## src/rtl/weight_loader.sv

```systemverilog
// Weight loader: fetches weight_dim rows from the weight buffer (last row first),
// shifts them into the systolic array, then kicks the convolution controller.
module weight_loader #(
  parameter int col = 32,
  parameter int dw  = 8,
  parameter int aw  = 10
) (
  input  logic              clk,
  input  logic              nrst,
  input  logic              start,
  input  logic [4:0]        weight_dim,
  input  logic [aw-1:0]     base_addr,
  input  logic              conv_finish,
  output logic              rd_en,
  output logic [aw-1:0]     rd_addr,
  input  logic [col*dw-1:0] rd_data,
  output logic [col*dw-1:0] w_data,
  output logic              w_valid,
  output logic              conv_ctrl,
  output logic              busy,
  output logic              err
);

  typedef enum logic [2:0] {
    S_IDLE,
    S_LOAD,
    S_DRAIN,
    S_KICK,
    S_WAIT
  } state_t;

  state_t            r_state;
  state_t            w_state_nxt;
  logic [4:0]        r_n;
  logic [4:0]        r_cnt;
  logic [4:0]        w_cnt_nxt;
  logic [4:0]        w_offset;
  logic [aw-1:0]     r_base;
  logic              r_rd_vld;
  logic              r_w_valid;
  logic              r_err;
  logic [col*dw-1:0] r_w_data;
  logic              w_legal;
  logic              w_accept;

  assign w_legal  = (weight_dim == 5'd4)  || (weight_dim == 5'd9) ||
                    (weight_dim == 5'd16) || (weight_dim == 5'd25);
  assign w_accept = (r_state == S_IDLE) && start && w_legal;

  always_ff @(posedge clk or negedge nrst) begin
    if (!nrst) r_state <= S_IDLE;
    else       r_state <= w_state_nxt;
  end

  always_comb begin
    w_state_nxt = r_state;
    w_cnt_nxt   = r_cnt;
    w_offset    = '0;
    rd_en       = 1'b0;
    rd_addr     = '0;
    conv_ctrl   = 1'b0;
    busy        = 1'b1;
    case (r_state)
      S_IDLE: begin
        busy = 1'b0;
        if (w_accept) begin
          w_state_nxt = S_LOAD;
          w_cnt_nxt   = '0;
        end
      end
      S_LOAD: begin
        // Rows are read in reverse so row 0 lands at the top of the array.
        rd_en    = 1'b1;
        w_offset = r_n - 5'd1 - r_cnt;
        rd_addr  = r_base + aw'(w_offset);
        if (r_cnt == r_n - 5'd1) begin
          w_state_nxt = S_DRAIN;
          w_cnt_nxt   = '0;
        end else begin
          w_cnt_nxt = r_cnt + 5'd1;
        end
      end
      S_DRAIN: begin
        if (r_cnt == 5'd1) begin
          w_state_nxt = S_KICK;
          w_cnt_nxt   = '0;
        end else begin
          w_cnt_nxt = r_cnt + 5'd1;
        end
      end
      S_KICK: begin
        conv_ctrl   = 1'b1;
        w_state_nxt = S_WAIT;
      end
      S_WAIT: begin
        if (conv_finish) w_state_nxt = S_IDLE;
      end
      default: begin
        busy        = 1'b0;
        w_state_nxt = S_IDLE;
      end
    endcase
  end

  always_ff @(posedge clk or negedge nrst) begin
    if (!nrst) begin
      r_cnt     <= '0;
      r_n       <= '0;
      r_base    <= '0;
      r_rd_vld  <= 1'b0;
      r_w_valid <= 1'b0;
      r_w_data  <= '0;
      r_err     <= 1'b0;
    end else begin
      r_cnt <= w_cnt_nxt;
      if (w_accept) begin
        r_n    <= weight_dim;
        r_base <= base_addr;
      end
      // Buffer data trails rd_en by one cycle; w_data is forced to zero between beats.
      r_rd_vld  <= rd_en;
      r_w_valid <= r_rd_vld;
      r_w_data  <= r_rd_vld ? rd_data : '0;
      r_err     <= (r_state == S_IDLE) && start && !w_legal;
    end
  end

  assign w_data  = r_w_data;
  assign w_valid = r_w_valid;
  assign err     = r_err;

endmodule

```

## config.mk

```make
export PLATFORM = sky130hd
export DESIGN_NAME = weight_loader
export DESIGN_NICKNAME = d
export VERILOG_FILES = /design/src/rtl/weight_loader.sv
export SDC_FILE = /design/constraint.sdc
export NUM_CORES = 1
export LEC_CHECK = 0
export ABC_AREA = 0
export ABC_CLOCK_PERIOD_IN_PS = 2600
export CORE_AREA = 2 2 210 212
export CTS_CLUSTER_DIAMETER = 30
export DETAILED_ROUTE_END_ITERATION = 10
export DIE_AREA = 0 0 212 214
export HOLD_SLACK_MARGIN = 0.08
export MAX_ROUTING_LAYER = met4
export SLEW_MARGIN = 20
export SYNTH_ARGS = -nofsm -noshare
export SYNTH_HDL_FRONTEND = slang
export SYNTH_SLANG_ARGS = --single-unit
```

## constraint.sdc

```tcl
create_clock -name clk -period 2.6 [get_ports clk]
set_input_delay 0.26 -clock clk [delete_from_list [all_inputs] [get_ports clk]]
set_output_delay 0.26 -clock clk [all_outputs]
set_load 0.05 [all_outputs]
```

==> summary.md <==
| Metric | Value |
|---|---|
| Detailed-placement wirelength estimate | `27.1 mm` |
| CTS tree | `done` |
| Via Count | `7652` |
| Die Area | `45400 sq um` |
| Crit path kind | `reg -> out` |
| Crit share post-route | `136%` |
| Clk root buf | `clkbuf_16` |
| EDFF count, synth | `0` |
| Top cell type by total area after synthesis | `dfrtp_1` |
| Starting density of the core | `23.1%` |
| Hold slack final | `248 ps` |
| Htree depth | `3` |
| DRC Markers | `0` |
| Ports | `546` |
| Worst-margin pin slew | `709 ps` |
| Die width | `212 um` |
| First-pass GRT wire length | `53.4 mm` |
| Chip height | `214 um` |
| Pwr per Cell Area | `1550 nW/um^2` |
| Top_reg_cell synth | `dfrtp_1` |
| CP arrival | `3280 ps` |
| Average wire per standard cell | `18.2 um` |
| Syn avg cell area | `13.9 sq um` |
| Gr ovfl total | `0` |
| Drt via density | `3.84` |
| Initial antenna violation count | `2` |
| Sequential area share after synthesis | `71.3%` |
| Vias in the first global route | `8405` |
| Hold Path Class | `in -> reg` |
| Core area | `42900 sq um` |
| Clock buffer depth | `3` |
| Most frequent cells in the layout | `clkdlybuf4s50_1 (532), dfrtp_1 (281), and2_1 (257), clkbuf_16 (75), buf_4 (30)` |
| Largest net degree at the start of global routing | `75` |
| Clock Latency Late Sink | `580 ps` |
| CP required | `2340 ps` |
| Leakage | `8.56 nW` |
| Clock slew at reported path FFs | `50 ps` |
| Clock Skews | `18.2 ps` |
| Synth top area share | `71.3%` |
| Leading cell type in the layout, fill and taps excluded | `clkdlybuf4s50_1` |
| Period minus WS final | `3540 ps` |
| Layout Nets | `1633` |
| Unique masters post-synth | `48` |
| Slew headroom | `52.7%` |
| Max Cap Viol | `0` |
| Top post-synthesis cells by area | `dfrtp_1 (71%), and2_1 (16%), ha_1 (1.5%)` |
| Final ANT Viol Nets | `0` |
| Design Area, Final | `19300 sq um` |
| Synth Warn # | `0` |
| CP Max Fanout | `3` |
| Worst Slack Setup Final | `-939 ps` |
| RSZ-0062 raised after global routing | `true` |
| Final Hold Vio Count | `0` |
| Status | `finished, violations left` |
| Core Util, Final | `45.1%` |
| Port Buffers | `545` |
| Area after DPL | `16400 sq um` |
| Clock sinks | `282` |
| Maximum VDD drop | `0.00145 V` |
| WL final | `36.3 mm` |
| DR iter-0 viols | `377` |
| Finish-stage setup viols | `9` |
| Detailed Routing Iterations Pass 1 | `4` |
| Post-synthesis net count | `1002` |
| Share of cells above drive strength 1 | `17.3%` |
| Ys async rst share | `100%` |
| Layout Cells excl Fill | `1991` |
| GPL Wtd Cong | `0.834` |
| Violated checks | `setup timing` |
| Max Freq | `283 MHz` |
| Cells after Synth | `713` |
| Num CTS Buffers | `75` |
| Worst setup EP type | `output pin` |
| Filler cells | `3863` |
| Placed cell count | `1843` |
| #FFs+latches synth | `282` |
| GR Util All Layers | `16.5%` |
| Synthesized area | `9900 sq um` |
| Startpoint types | `flop` |
| Max-slew violations | `0` |
| Row count | `76` |
| Area delta synth->final | `95.5%` |
| Total negative slack | `-6470 ps` |
-- state kept, by name, indices dropped and copies added, names as in the netlist --
register	flops
r_n	5
r_cnt	5
w_valid	1
w_data	256
r_rd_vld	1
r_state	3
r_base	10
err	1
-- through the flow --
stage / worst slack (ps) / total power, mW
floorplan: -360 / 13.8
global placement: -426 / 19.1
detailed placement: -490 / 19.2
CTS: -1030 / 29.6
global route: -1100 / 31.4
finish: -939 / 30.0
-- metal layers --
metal	share of wire, %	track usage (%)	routed length [um]
met5	0	-	0
met4	3.3	8.31	1190
met3	6.9	4.91	2510
met2	52	27.7	19000
met1	37	17.5	13600
-- final timing paths --
| path | startpoint | endpoint | slack [ps] | cells past startpoint |
|---|---|---|---|---|
| max in group asynchronous | nrst | w_data[56] | 1540 | 3 |
| setup reg to reg | r_n[0] | r_cnt[4] | 210 | 10 |
| hold reg to reg | r_base[4] | r_base[4] | 520 | 1 |
| setup / recovery | r_n[0] | rd_addr[6] | -940 | 11 |
| hold / removal | rd_data[50] | w_data[50] | 250 | 2 |
| min in group asynchronous | nrst | w_data[126] | 280 | 2 |
-- critical path, stage by stage, from the launching register on --
cell     delay, ps
dfrtp_1        390
buf_6          140
ha_4           160
fa_2           380
xnor2_2        150
ha_1           320
nor2b_4        140
o21a_1         190
o21a_4         220
o21ai_4        160
mux2i_4        280
buf_12         170
-- what timing repair did --
| item | 4_1_cts | 5_1_grt |
|---|---|---|
| gates resized for setup | 30 | 22 |
| buffers inserted | 5 | 6 |
| hold buffers | 1 | 0 |
| pin swaps | 24 | 21 |
| hold endpoints to repair | 68 | 0 |
| endpoints found under the setup margin | 9 | 13 |
-- layout make-up --
cell class / count / area (sq um) / area share (%)
Inverter: 14 / 55.1 / 0.285
Tap cell: 585 / 732 / 3.78
Clock buffer: 93 / 2050 / 10.6
Multi-Input combinational cell: 385 / 2980 / 15.4
Antenna cell: 2 / 5.00 / 0.0259
Timing Repair Buffer: 586 / 5960 / 30.8
Clock inverter: 44 / 512 / 2.64
Sequential cell: 282 / 7060 / 36.5
-- report_power, final --
group          internal, mW  leakage (nW)  total, mW  switching (mW)
clock                  6.39          1.25       9.17            2.78
combinational          6.04          3.59       14.6            8.59
sequential             5.55          3.72       6.19           0.642
total                  18.0          8.56       30.0            12.0
-- Yosys cell counts (all sizes together), types with 6 or more instances --
master and instances:
clkbuf 29, and2 258, nor2 16, inv 14, o21ai 7, xor2 6
ha 12, dfrtp 282, mux2 14, xnor2 6, nand2 7, nor3 7
-- cells by family (layout without fill, tap and decap cells) --
| logic type | Yosys count | count (layout) | share of synthesized area, % |
|---|---|---|---|
| flops | 282 | 282 | 71.3 |
| other cells | 0 | 2 | 0 |
| simple gates | 309 | 309 | 19.1 |
| fa+ha+maj | 14 | 14 | 1.92 |
| compound gates | 34 | 34 | 2.40 |
| buf+inv | 46 | 737 | 2.09 |
| xor+xnor | 12 | 12 | 1.06 |
| mux | 16 | 16 | 2.14 |
Power figures use the tool's default switching activity.
